## src/rtl/logicnet_stream_shell.sv

```systemverilog
// Streaming shell around a fixed-latency pipelined LogicNet: beat assembly, in-flight tag tracking,
// credit-limited issue and a first-word fall-through result FIFO.
module logicnet_stream_shell #(
    parameter int BEAT_W     = 64,
    parameter int IN_W       = 512,
    parameter int OUT_W      = 2,
    parameter int LATENCY    = 4,
    parameter int FIFO_DEPTH = 8,
    parameter int ERRC_W     = 16
) (
    input  logic                          clk,
    input  logic                          rst,
    input  logic                          s_valid,
    output logic                          s_ready,
    input  logic [BEAT_W-1:0]             s_data,
    input  logic                          s_last,
    output logic [IN_W-1:0]               net_in,
    input  logic [OUT_W-1:0]              net_out,
    output logic                          m_valid,
    input  logic                          m_ready,
    output logic [OUT_W-1:0]              m_data,
    output logic [ERRC_W-1:0]             err_cnt,
    output logic [$clog2(FIFO_DEPTH):0]   occupancy
);
    localparam int BEATS = IN_W / BEAT_W;
    localparam int CNT_W = $clog2(BEATS);
    localparam int AW    = $clog2(FIFO_DEPTH);
    localparam int OCC_W = AW + 1;

    localparam logic [0:0]       ST_FILL   = 1'b0;
    localparam logic [0:0]       ST_DROP   = 1'b1;
    localparam logic [CNT_W-1:0] LAST_SLOT = CNT_W'(BEATS - 1);
    localparam logic [OCC_W-1:0] OCC_FULL  = OCC_W'(FIFO_DEPTH);

    logic [0:0]        state_q, state_d;
    logic [CNT_W-1:0]  beat_cnt_q, beat_cnt_d;
    logic [IN_W-1:0]   net_in_q, net_in_d;
    logic [LATENCY:0]  tag_q, tag_d;
    logic [OUT_W-1:0]  mem_q [FIFO_DEPTH];
    logic [AW:0]       wr_ptr_q, wr_ptr_d, rd_ptr_q, rd_ptr_d;
    logic [OCC_W-1:0]  occ_q, occ_d;
    logic [ERRC_W-1:0] err_q, err_d;

    logic final_slot_s, s_ready_s, accept_s, fifo_empty_s, fifo_full_s;
    logic m_valid_s, pop_s, push_s, issue_s, err_inc_s;

    // Credit stall applies only to the beat that would issue; a same-cycle pop is not counted.
    assign final_slot_s = (beat_cnt_q == LAST_SLOT);
    assign s_ready_s    = !rst && ((state_q == ST_DROP) || !(final_slot_s && (occ_q >= OCC_FULL)));
    assign accept_s     = s_valid && s_ready_s;
    assign fifo_empty_s = (wr_ptr_q == rd_ptr_q);
    assign fifo_full_s  = (wr_ptr_q[AW] != rd_ptr_q[AW]) && (wr_ptr_q[AW-1:0] == rd_ptr_q[AW-1:0]);
    assign m_valid_s    = !rst && !fifo_empty_s;
    assign pop_s        = m_valid_s && m_ready;
    assign push_s       = tag_q[LATENCY];

    // Frame assembly FSM: slot writes, short/long frame detection and issue.
    always_comb begin
        state_d    = state_q;
        beat_cnt_d = beat_cnt_q;
        net_in_d   = net_in_q;
        issue_s    = 1'b0;
        err_inc_s  = 1'b0;
        if (accept_s) begin
            case (state_q)
                ST_FILL: begin
                    for (int k = 0; k < BEATS; k++) begin
                        if (beat_cnt_q == CNT_W'(k)) begin
                            net_in_d[k*BEAT_W +: BEAT_W] = s_data;
                        end else begin
                            net_in_d[k*BEAT_W +: BEAT_W] = net_in_q[k*BEAT_W +: BEAT_W];
                        end
                    end
                    if (!final_slot_s) begin
                        if (s_last) begin
                            err_inc_s  = 1'b1;
                            beat_cnt_d = {CNT_W{1'b0}};
                        end else begin
                            beat_cnt_d = beat_cnt_q + CNT_W'(1);
                        end
                    end else begin
                        beat_cnt_d = {CNT_W{1'b0}};
                        if (s_last) begin
                            issue_s = 1'b1;
                        end else begin
                            err_inc_s = 1'b1;
                            state_d   = ST_DROP;
                        end
                    end
                end
                ST_DROP: begin
                    if (s_last) begin
                        state_d = ST_FILL;
                    end else begin
                        state_d = ST_DROP;
                    end
                end
                default: state_d = ST_FILL;
            endcase
        end else begin
            state_d = state_q;
        end
    end

    // Tag pipeline, FIFO pointers, occupancy and saturating error count.
    always_comb begin
        tag_d    = {tag_q[LATENCY-1:0], issue_s};
        wr_ptr_d = push_s ? (wr_ptr_q + (AW+1)'(1)) : wr_ptr_q;
        rd_ptr_d = pop_s  ? (rd_ptr_q + (AW+1)'(1)) : rd_ptr_q;
        if (issue_s && !pop_s) begin
            occ_d = occ_q + OCC_W'(1);
        end else if (!issue_s && pop_s) begin
            occ_d = occ_q - OCC_W'(1);
        end else begin
            occ_d = occ_q;
        end
        if (err_inc_s && (err_q != {ERRC_W{1'b1}})) begin
            err_d = err_q + ERRC_W'(1);
        end else begin
            err_d = err_q;
        end
    end

    // Control state registers with synchronous reset.
    always_ff @(posedge clk) begin
        if (rst) begin
            state_q    <= ST_FILL;
            beat_cnt_q <= {CNT_W{1'b0}};
            net_in_q   <= {IN_W{1'b0}};
            tag_q      <= {(LATENCY+1){1'b0}};
            wr_ptr_q   <= {(AW+1){1'b0}};
            rd_ptr_q   <= {(AW+1){1'b0}};
            occ_q      <= {OCC_W{1'b0}};
            err_q      <= {ERRC_W{1'b0}};
        end else begin
            state_q    <= state_d;
            beat_cnt_q <= beat_cnt_d;
            net_in_q   <= net_in_d;
            tag_q      <= tag_d;
            wr_ptr_q   <= wr_ptr_d;
            rd_ptr_q   <= rd_ptr_d;
            occ_q      <= occ_d;
            err_q      <= err_d;
        end
    end

    // Result storage; contents are meaningless outside the pointer window.
    always_ff @(posedge clk) begin
        if (push_s) begin
            mem_q[wr_ptr_q[AW-1:0]] <= net_out;
        end
    end

    assign s_ready   = s_ready_s;
    assign m_valid   = m_valid_s;
    assign m_data    = mem_q[rd_ptr_q[AW-1:0]];
    assign net_in    = net_in_q;
    assign err_cnt   = err_q;
    assign occupancy = occ_q;

    logicnet_stream_shell_chk u_chk (
        .clk    (clk),
        .rst    (rst),
        .push_i (push_s),
        .full_i (fifo_full_s)
    );
endmodule

// Guard that the credit scheme keeps the result FIFO from being written while full.
module logicnet_stream_shell_chk (
    input logic clk,
    input logic rst,
    input logic push_i,
    input logic full_i
);
    // Flags a write into a full FIFO.
    always @(posedge clk) begin
        if (!rst) begin
            assert (!(push_i && full_i));
        end
    end
endmodule
```

## config.mk

```make
export PLATFORM = sky130hd
export DESIGN_NAME = logicnet_stream_shell
export DESIGN_NICKNAME = d
export VERILOG_FILES = /design/src/rtl/logicnet_stream_shell.sv
export SDC_FILE = /design/constraint.sdc
export NUM_CORES = 1
export LEC_CHECK = 0
export BUFFER_PORTS_ARGS = -buffer_cell sky130_fd_sc_hd__buf_2
export CAP_MARGIN = 30
export CORE_MARGIN = 3
export CORE_UTILIZATION = 35
export CTS_BUF_LIST = sky130_fd_sc_hd__clkbuf_4 sky130_fd_sc_hd__clkbuf_8 sky130_fd_sc_hd__clkbuf_16
export DETAILED_ROUTE_END_ITERATION = 8
export HOLD_SLACK_MARGIN = 0.03
export PLACE_DENSITY = 0.57
export SLEW_MARGIN = 20
export SYNTH_ARGS = -nofsm -noshare
export SYNTH_HDL_FRONTEND = slang
export SYNTH_HIERARCHICAL = 1
export SYNTH_SLANG_ARGS = --single-unit
```

## constraint.sdc

```tcl
create_clock -name clk -period 3.3 [get_ports clk]
set_clock_uncertainty 0.2 [all_clocks]
set_input_delay 0.165 -clock clk [delete_from_list [all_inputs] [get_ports clk]]
set_output_delay 0.165 -clock clk [all_outputs]
set_load 0.01 [all_outputs]
```

; ---- Word-level counts from Yosys, hierarchy flattened
; Memory sizes are Yosys's and may differ from the RTL's. A register that Yosys moved wholly into a read port is not among the register bits.
; Cells that the tools add are included.
[totals]
regBits = 549
ramBits = 16
in_bits = 71
mem_count = 1
[classes]
add_sub_neg = 6
order_cmp = 1
eq_ne = 9
mux = 18
n_bitwise = 1
reduce_logical = 25
[memory_table]
columns = memory, depth, word_bits, read_ports, rd_ports_with_merged_regs, write_ports, line
row1 = mem_q, 8, 2, 1, 1, 1, 39  ; logic [OUT_W-1:0] mem_q [FIFO_DEPTH];
[op_table]
columns = op, count
row1 = $reduce_and A3 Y1, 8
row2 = $add A16 B1 Y16 const B, 1
row3 = $ne A16 B16 Y1 const B, 1
row4 = $add A4 B1 Y4 const B, 3
row5 = $eq A3 B3 Y1 const B, 4
row6 = $mux W3, 4
row7 = $mux W1, 11
row8 = $logic_and A1 B1 Y1, 8
row9 = $mux W4, 2
row10 = $eq A3 B2 Y1 const B, 2
row11 = $logic_not A1 Y1, 5
row12 = $eq A4 B4 Y1, 1
row13 = $ge A4 B4 Y1 const B, 1
row14 = $sub A4 B1 Y4 const B, 1
row15 = $add A3 B1 Y3 const B, 1
row16 = $eq A3 B1 Y1 const B, 1
row17 = $logic_not A3 Y1, 1
row18 = $pmux W1 S2, 1
row19 = $reduce_and A2 Y1, 1
row20 = $reduce_bool A2 Y1, 1
row21 = $logic_or A1 B1 Y1, 1
row22 = $not A1 Y1, 1

; ---- Depth between registers and ports, before layout
; Gate-level depths: netlist (run 1).
[logic_depth]
ltp_word = 11
depth_mapped = 12

; ---- Least setup slack after synthesis (run 1)
; No wires, ideal clock.
[synth_timing]
kind = reg2reg
startpoint = register beat_cnt_q[0]
endpoint = register occ_q[3] (netlist: occupancy[3])
setup_ps = 121
arrival_time_ps = 2897
path_slack_ps = 82
stages_incl_launch_ff = 13
synth_period_minus_slack_ps = 3218
path_cell_list = dfxtp_1 -> ha_1 -> ha_1 -> a21boi_0 -> clkbuf_1 -> and3_1 -> ha_1 -> inv_1 -> ha_1 -> a21o_1 -> a21oi_1 -> mux2i_1 -> mux2_2
[synth_via]
elab_chain_cells = 10
elab_cells_between_ends = 14
cone_classes = eq/ne: 1 / mux: 4 / reduce/logical: 9
[synth_lines]
columns = item, line
row1 = from (decl), 36  ; logic [CNT_W-1:0] beat_cnt_q, beat_cnt_d;
row2 = from (signal assigned), 128  ; beat_cnt_q <= {CNT_W{1'b0}};
row3 = from (signal assigned), 137  ; beat_cnt_q <= beat_cnt_d;
row4 = $eq A3 B3 Y1 (*), 48  ; assign final_slot_s = (beat_cnt_q == LAST_SLOT);
row5 = $logic_and A1 B1 Y1, 49  ; assign s_ready_s = !rst && ((state_q == ST_DROP) || !(final_slot_s && (occ_q >= OCC_FULL)));
row6 = $logic_not A1 Y1, 49
row7 = $logic_or A1 B1 Y1, 49
row8 = $logic_and A1 B1 Y1, 49
row9 = $logic_and A1 B1 Y1, 50  ; assign accept_s = s_valid && s_ready_s;
row10 = $mux W1 (*), 64  ; if (accept_s) begin
row11 = via issue_s, 45  ; logic m_valid_s, pop_s, push_s, issue_s, err_inc_s;
row12 = $logic_not A1 Y1, 112  ; end else if (!issue_s && pop_s) begin
row13 = $logic_and A1 B1 Y1, 112
row14 = $reduce_bool A2 Y1 (no source line), n/a
row15 = to (signal assigned), 133  ; occ_q <= {OCC_W{1'b0}};
row16 = to (decl), 41  ; logic [OCC_W-1:0] occ_q, occ_d;
; Mark *: on every way through the listed nets, which the timed path passes. The rest lies on a longest branch.
; A chain may end at the register's enable or synchronous reset.

; ---- Worst setup path after layout (run 1)
[layout_timing]
startpoint = register beat_cnt_q[0]
endpoint = register err_q[8] (netlist: err_cnt[8])
[layout_via]
elab_chain_cells = 8
elab_cells_between_ends = 10
cone_classes = eq/ne: 1 / mux: 3 / reduce/logical: 6
[layout_lines]
columns = item, line
row1 = $eq A3 B3 Y1 (*), 48
row2 = $logic_and A1 B1 Y1, 49
row3 = $logic_not A1 Y1, 49
row4 = $logic_or A1 B1 Y1, 49
row5 = $logic_and A1 B1 Y1, 49
row6 = $logic_and A1 B1 Y1, 50
row7 = $mux W1 (*), 64
row8 = $logic_and A1 B1 Y1 (*), 117  ; if (err_inc_s && (err_q != {ERRC_W{1'b1}})) begin
row9 = to (signal assigned), 134  ; err_q <= {ERRC_W{1'b0}};
row10 = to (signal assigned), 143  ; err_q <= err_d;
row11 = to (decl), 42  ; logic [ERRC_W-1:0] err_q, err_d;
; Mark *: on every way between the ends. The rest lies on a longest branch, timed or not.

==> key figures, run 1 <==
Outcome
  – Run status: complete, no violations

Drt
  – Post-Route WL: slightly below 80 mm
  – 1st-pass router iterations: 7
  – DRC: 0
  – Number of DRC markers in iteration 0: roughly 1400
  – DR vias: a little under 20000
  – Detailed-route vias per instance: a little over 5
  – Routed len/inst: approximately 20 um
  – Antenna-violating nets left: 0

Placed design
  – GPL Wtd Cong: between 0.8 and 0.9
  – IO buf count: around 610
  – Post-DP Area: ~0.024 sq mm
  – Post-DP HPWL: 51.6 mm

Floorplan
  – Starting Density: 0.355
  – DIE AREA: ~0.06 sq mm
  – Number of cell rows: between 80 and 90
  – Core Region: ~0.058 sq mm
  – Die Span Y: roughly 250 um
  – Die X: ~250 um
  – Io pins: 607

Synth
  – Share of synthesized registers carrying an async set or reset: 0
  – Synth cell count leaders: nand2_1, dfxtp_1, a21oi_1
  – Ys flop type: dfxtp_1
  – Synthesized netlist cell count: between 2000 and 3000
  – FF+latch count, synth: 568
  – Share of the synthesized area in the top cell type: 0.539
  – Synth area leaders: dfxtp_1, nand2_1, a21oi_1, clkbuf_1, buf_4
  – Post-Syn Area: between 0.02 and 0.025 sq mm
  – Syn Area/Cell: 8.06 sq um
  – Post-synth top area cell: dfxtp_1
  – YS warnings: 6
  – Syn nets: 2629
  – Cell with the most instances after synthesis: nand2_1
  – Register area share after synthesis: 0.563
  – Distinct cells, synth: between 40 and 50
  – Post-synth EDFFs: 16

Hold path
  – Min-delay worst type: in2reg

Timing
  – Fmax: around 330 MHz
  – RSZ-0062 raised after global routing: false
  – Minimum clock period: between 3 and 4 ns
  – Worst slew pin tran: about 1.2 ns
  – Relative max-transition margin: 0.208
  – Final period util: 0.929
  – TNS Setup: 0 ns
  – Fin. Hold Viols: 0
  – Setup Viol. Count Final: 0
  – Final Max Slew Viols: 0

Power and ir drop
  – Power Dens Cells: 559 mW/mm^2
  – P_leak: about 0.011 uW
  – Worst VDD drop: approximately 0.46 mV

CTS
  – Worst-skew pair later-pin latency: just over 0.6 ns
  – CTS Buffer Depth: 3
  – CTS root buffer: clkbuf_16
  – TritonCTS sink count: about 570
  – CTS tree: yes
  – TritonCTS Buffers: 61
  – H-tree depth reported by CTS: 2
  – Worst-path clk slew: about 0.060 ns

Critical path
  – CP required: 3.64 ns
  – Critical path launch point type: register
  – Crit path arrival time: about 3.4 ns
  – Setup CP Type: reg2reg
  – CP endpoint kind: register
  – Worst-path maximum fanout: 9

GRT
  – Vias in the first global route: around 18000
  – Initial antenna violation count: 1
  – Total gr overflow: 0
  – GR Util All Layers: 0.240
  – First-pass GRT wire length: around 110 mm
  – Pin count of the biggest net entering global routing: roughly 210

Layout
  – Fin area: 0.0268 sq mm
  – Share of layout cells above drive strength 1: 0.251
  – Final nets: roughly 3200
  – Area grow syn2layout: 30.7%
  – N_diodes: 0
  – Finished Core Util: 0.463

Job
  – MaxCap Viol Count: 0
[sequential cells by signal, indices dropped and copies added (netlist names), named ones only]
name and cells:
beat_cnt_q 3, net_in 512, rd_ptr_q 4, occupancy 4, wr_ptr_q 4, mem_q 16, state_q 1, tag_q 5
err_cnt 16
[report_power, final]
part | internal, uW | switching [uW]
Combinational | 177 | 424
Sequential | 6940 | 27.0
Clock | 4540 | 2860
Total | 11700 | 3310
[layer usage]
metal / track usage / part of all wire
met5: 0 / 0
met1: 0.312 / 0.41
met2: 0.389 / 0.47
met4: 0.0767 / 0.030
met3: 0.0620 / 0.093
[area by class of cell]
type / count / area, sq um
multi-input combinational: 1726 / 7830
fill: 5659 / 31000
clock inverter: 24 / 375
inverter: 11 / 41.3
timing repair buffer: 716 / 4220
tap: 765 / 957
clock buffer: 86 / 1830
sequential: 568 / 11500
[stage by stage]
stage	std cells	hold slack (ns)	worst slack [ns]	total power (uW)
2_1_floorplan	2543	0.0639	0.0818	7440
3_3_place_gp	3712	0.198	0.230	7630
3_5_place_dp	3713	0.212	0.132	7640
4_1_cts	3895	0.150	0.0919	15100
5_1_grt	3896	0.192	0.0596	15400
6_report	3896	0.203	0.235	15000
[worst max-delay path, cell delays in order, from the launching register on]
cell and delay (ns):
dfxtp_1 0.38, ha_1 0.22, ha_2 0.31, ha_1 0.27
or3_4 0.37, or4_4 0.56, or4_1 0.53, a21oi_1 0.15
[path summary, 6_finish.rpt]
check	start	end	slack, ns	cells past startpoint
hold / removal	net_out[0]	mem_q[2][0]$_DFFE_PP_	0.20	2
setup / recovery	beat_cnt_q[0]$_SDFFE_PP0P_	err_cnt[8]$_SDFFE_PP0P_	0.23	7
hold reg to reg	tag_q[1]$_SDFF_PP0_	tag_q[2]$_SDFF_PP0_	0.23	1
setup reg to reg	beat_cnt_q[0]$_SDFFE_PP0P_	err_cnt[8]$_SDFFE_PP0P_	0.23	7
[what timing repair did]
item | CTS | global route
buffers inserted | 0 | 0
hold buffers | 72 | 0
setup endpoints to repair | 0 | 5
resized for setup | 0 | 2
hold endpoints to repair | 565 | 0
[cell families after synthesis]
logic type	count (synthesis)	share of synthesized area
compound gates	556	0.139
fa+ha+maj	15	0.00952
mux	15	0.0100
flops	568	0.563
buf+inv	250	0.0583
xor+xnor	8	0.00342
simple gates	1131	0.217
[placed cells by master (no fill, tap or decap), types with 3 or more instances in the layout]
cell type,count
a21oi_1,531
and3_1,4
and4_2,6
buf_12,14
buf_2,605
buf_4,24
bufinv_16,9
clkbuf_16,62
clkbuf_4,9
clkbuf_8,15
clkinv_2,12
dfxtp_1,552
dlygate4sd3_1,72
edfxtp_1,16
ha_1,13
inv_1,10
mux2_2,4
mux2i_1,7
mux4_2,4
nand2_1,1040
nand2b_1,4
nand3_1,8
nand4_1,12
nor2_1,21
nor2b_1,6
nor3_1,4
o21ai_0,3
o311ai_0,3
o31ai_1,7
o41ai_1,4
or2_2,3
or3_1,3
or4_1,9
xnor2_1,6
Note: power is estimated with default switching activity, not from simulation.
==> run 2: changes to the inputs <==
--- a/config.mk
+++ b/config.mk
@@ -13,6 +13,7 @@
 export DETAILED_ROUTE_END_ITERATION = 8
 export HOLD_SLACK_MARGIN = 0.03
 export PLACE_DENSITY = 0.57
+export RECOVER_POWER = 100
 export SLEW_MARGIN = 20
 export SYNTH_ARGS = -nofsm -noshare
 export SYNTH_HDL_FRONTEND = slang
==> run 2 against run 1 <==
The run now ends with capacitance limit, slew limit left. Sequential power about the same. Highest routed layer unchanged. Register-to-register slack got worse by 0.05 ns. Flip-flop and latch count unchanged. Count of clock-buffer cells in the layout unchanged. Routed wire length about the same. Fmax decreased by 1.5%.
==> key figures, run 2 (synthesized netlist as in run 1, its figures left out) <==
Outcome
  – Run status: finished, violations left
  – Failing checks: capacitance limit, slew limit

Timing
  – Final Max Slew Viols: 70 (+70)
  – Fmax: 321 MHz (-1.5%)
  – Setup Viol. Count Final: 0 (unchanged)
  – Relative max-transition margin: -0.00264 (-0.211)
  – TNS Setup: 0 ns (unchanged)
  – Fin. Hold Viols: 0 (unchanged)
  – Final Worst Setup Slack: 0.189 ns (-0.0455 ns)
  – Final period util: 0.943 (+0.0138)
  – RSZ-0062 raised after global routing: false
  – Worst slew pin tran: 1.50 ns (+0.316 ns)
  – Minimum clock period: 3.11 ns (+0.0455 ns)

Floorplan
  – Core Region: 0.0578 sq mm (unchanged)
  – Die Span Y: 248 um (unchanged)
  – Die X: 248 um (unchanged)
  – DIE AREA: 0.0615 sq mm (unchanged)
  – Io pins: 607 (unchanged)
  – Starting Density: 0.355 (unchanged)
  – Number of cell rows: 88 (unchanged)

Critical path
  – CP endpoint kind: register
  – Critical path launch point type: register
  – Crit path arrival time: 3.45 ns (+0.04 ns)
  – Worst reg2reg endpoint: err_cnt[11]$_SDFFE_PP0P_
  – CP Cell Sequence: ha_1 > ha_2 > ha_1 > or3_4 > or4_1 > or4_1 > a21oi_1
  – Largest delay contributor family on the critical path: simple AND/OR/NAND/NOR gates
  – Setup CP Type: reg2reg
  – CP max stage cell: or4_1
  – Worst path max stage delay: 0.61 ns (+0.05 ns)
  – CP required: 3.64 ns (about the same)
  – Worst-path maximum fanout: 9 (unchanged)
  – Cell depth of the worst flop-to-flop path: 7 (unchanged)
  – R2r setup slk: 0.19 ns (-0.05 ns)
  – Crit path buf inv count: 0 (unchanged)
  – Worst reg2reg startpoint: beat_cnt_q[0]$_SDFFE_PP0P_

GRT
  – Vias in the first global route: 18000 (unchanged)
  – Total gr overflow: 0 (unchanged)
  – Pin count of the biggest net entering global routing: 212 (unchanged)
  – Initial antenna violation count: 1 (unchanged)
  – First-pass GRT wire length: 113 mm (unchanged)
  – GR Util All Layers: 0.240 (unchanged)

Placed design
  – GPL Wtd Cong: 0.824 (unchanged)
  – IO buf count: 606 (unchanged)
  – Placed cell count: 3713 (unchanged)
  – Pre-CTS WS: 0.132 ns (unchanged)
  – Post-DP Area: 0.0238 sq mm (unchanged)
  – Post-DP HPWL: 51.6 mm (unchanged)

CTS
  – CTS root buffer: clkbuf_16
  – TritonCTS Buffers: 61 (unchanged)
  – H-tree depth reported by CTS: 2 (unchanged)
  – CTS tree: yes
  – CTS Buffer Depth: 3 (unchanged)
  – Worst-path clk slew: 0.06 ns (about the same)
  – Worst-skew pair later-pin latency: 0.62 ns (about the same)
  – TritonCTS sink count: 568 (unchanged)

Drt
  – 1st-pass router iterations: 5 (-2)
  – DR vias: 19500 (-0.34%)
  – DRC: 0 (unchanged)
  – Routed len/inst: 20.1 um (about the same)
  – Detailed-route vias per instance: 5.01 (-0.36%)
  – Post-Route WL: 78.2 mm (about the same)
  – Antenna-violating nets left: 0 (unchanged)
  – Number of DRC markers in iteration 0: 1418 (+1.8%)

Layout
  – Final cell count without fillers: 3897 (+0.026%)
  – Largest register FFs: 512 (unchanged)
  – Final nets: 3170 (unchanged)
  – Fin area: 0.0260 sq mm (-2.8%)
  – Most frequent cells in the layout: nand2_1, dfxtp_1, clkbuf_1, a21oi_1, dlygate4sd3_1
  – Share of layout cells above drive strength 1: 0.0776 (-0.173)
  – Leading cell type in the layout, fill and taps excluded: nand2_1
  – Area grow syn2layout: 27.0%

Job
  – MaxCap Viol Count: 1 (+1)

Hold path
  – Hold Path Origin: s_data[19]
  – Hold worst-path end: net_in[339]$_SDFFE_PP0P_
  – Min-delay worst type: in2reg
  – Worst Hold Depth: 4 (+2)

Power and ir drop
  – Power Dens Cells: 574 mW/mm^2 (+2.9%)
  – P_leak: 0.00867 uW (-21%)
  – Final Power: 15000 uW (about the same)
  – Worst VDD drop: 0.464 mV (+0.74%)
[run 2: worst register-to-register path: cells and delay by family (launching register included)]
kind	cells	cell delay [ns]
AO/OA/AOI/OAI	1	0.15
flip-flops	1	0.39
adder cells (fa/ha/maj)	3	0.80
AND/OR/NAND/NOR	3	1.51
[run 2: timing repair]
| item | in CTS | in global routing |
|---|---|---|
| hold buffers | 72 | 0 |
| resized for setup | 0 | 2 |
| setup endpoints to repair | 0 | 5 |
| hold endpoints to repair | 565 | 0 |
| setup buffers | 0 | 0 |
[run 2: routing by layer]
metal,GRT usage,up-vias,share of wire
li1,-,9300,-
met1,0.312,9280,0.41
met2,0.389,802,0.47
met3,0.0620,138,0.086
met4,0.0767,0,0.032
met5,0,-,0
[run 2: how the worst max path moves through the flow]
stage | slack, ns | startpoint | depth (start not counted) | end
after floorplan | 0.08 | beat_cnt_q[0]$_SDFFE_PP0P_ | 12 | occupancy[3]$_SDFFE_PP0P_
after CTS | 0.09 | beat_cnt_q[0]$_SDFFE_PP0P_ | 9 | net_in[245]$_SDFFE_PP0P_
after global routing | 0.03 | beat_cnt_q[0]$_SDFFE_PP0P_ | 8 | net_in[477]$_SDFFE_PP0P_
final | 0.19 | beat_cnt_q[0]$_SDFFE_PP0P_ | 7 | err_cnt[11]$_SDFFE_PP0P_
after global placement | 0.23 | beat_cnt_q[0]$_SDFFE_PP0P_ | 11 | occupancy[3]$_SDFFE_PP0P_
after detailed placement | 0.13 | beat_cnt_q[0]$_SDFFE_PP0P_ | 7 | err_cnt[8]$_SDFFE_PP0P_
[run 2: metrics by stage]
| step | utilization | hold WS, ns |
|---|---|---|
| after floorplan | - | 0.0639 |
| after CTS | 0.463 | 0.150 |
| final | 0.450 | 0.211 |
| after global routing | 0.450 | 0.213 |
| after global placement | 0.412 | 0.198 |
| after detailed placement | 0.413 | 0.212 |
[run 2: area by class of cell]
class                           instances  area (sq um)
Fill cell                            5924         31800
Sequential cell                       568         11500
Multi-Input combinational cell       1726          7810
Timing Repair Buffer                  716          3490
Clock buffer                           86          1830
Tap cell                              765           957
Clock inverter                         24           375
Inverter                               11          41.3
Antenna cell                            1          2.50
[run 2: where the power goes]
| part | internal, uW | switching, uW |
|---|---|---|
| Combinational | 161 | 423 |
| Clock | 4540 | 2860 |
| Sequential | 6940 | 28.6 |
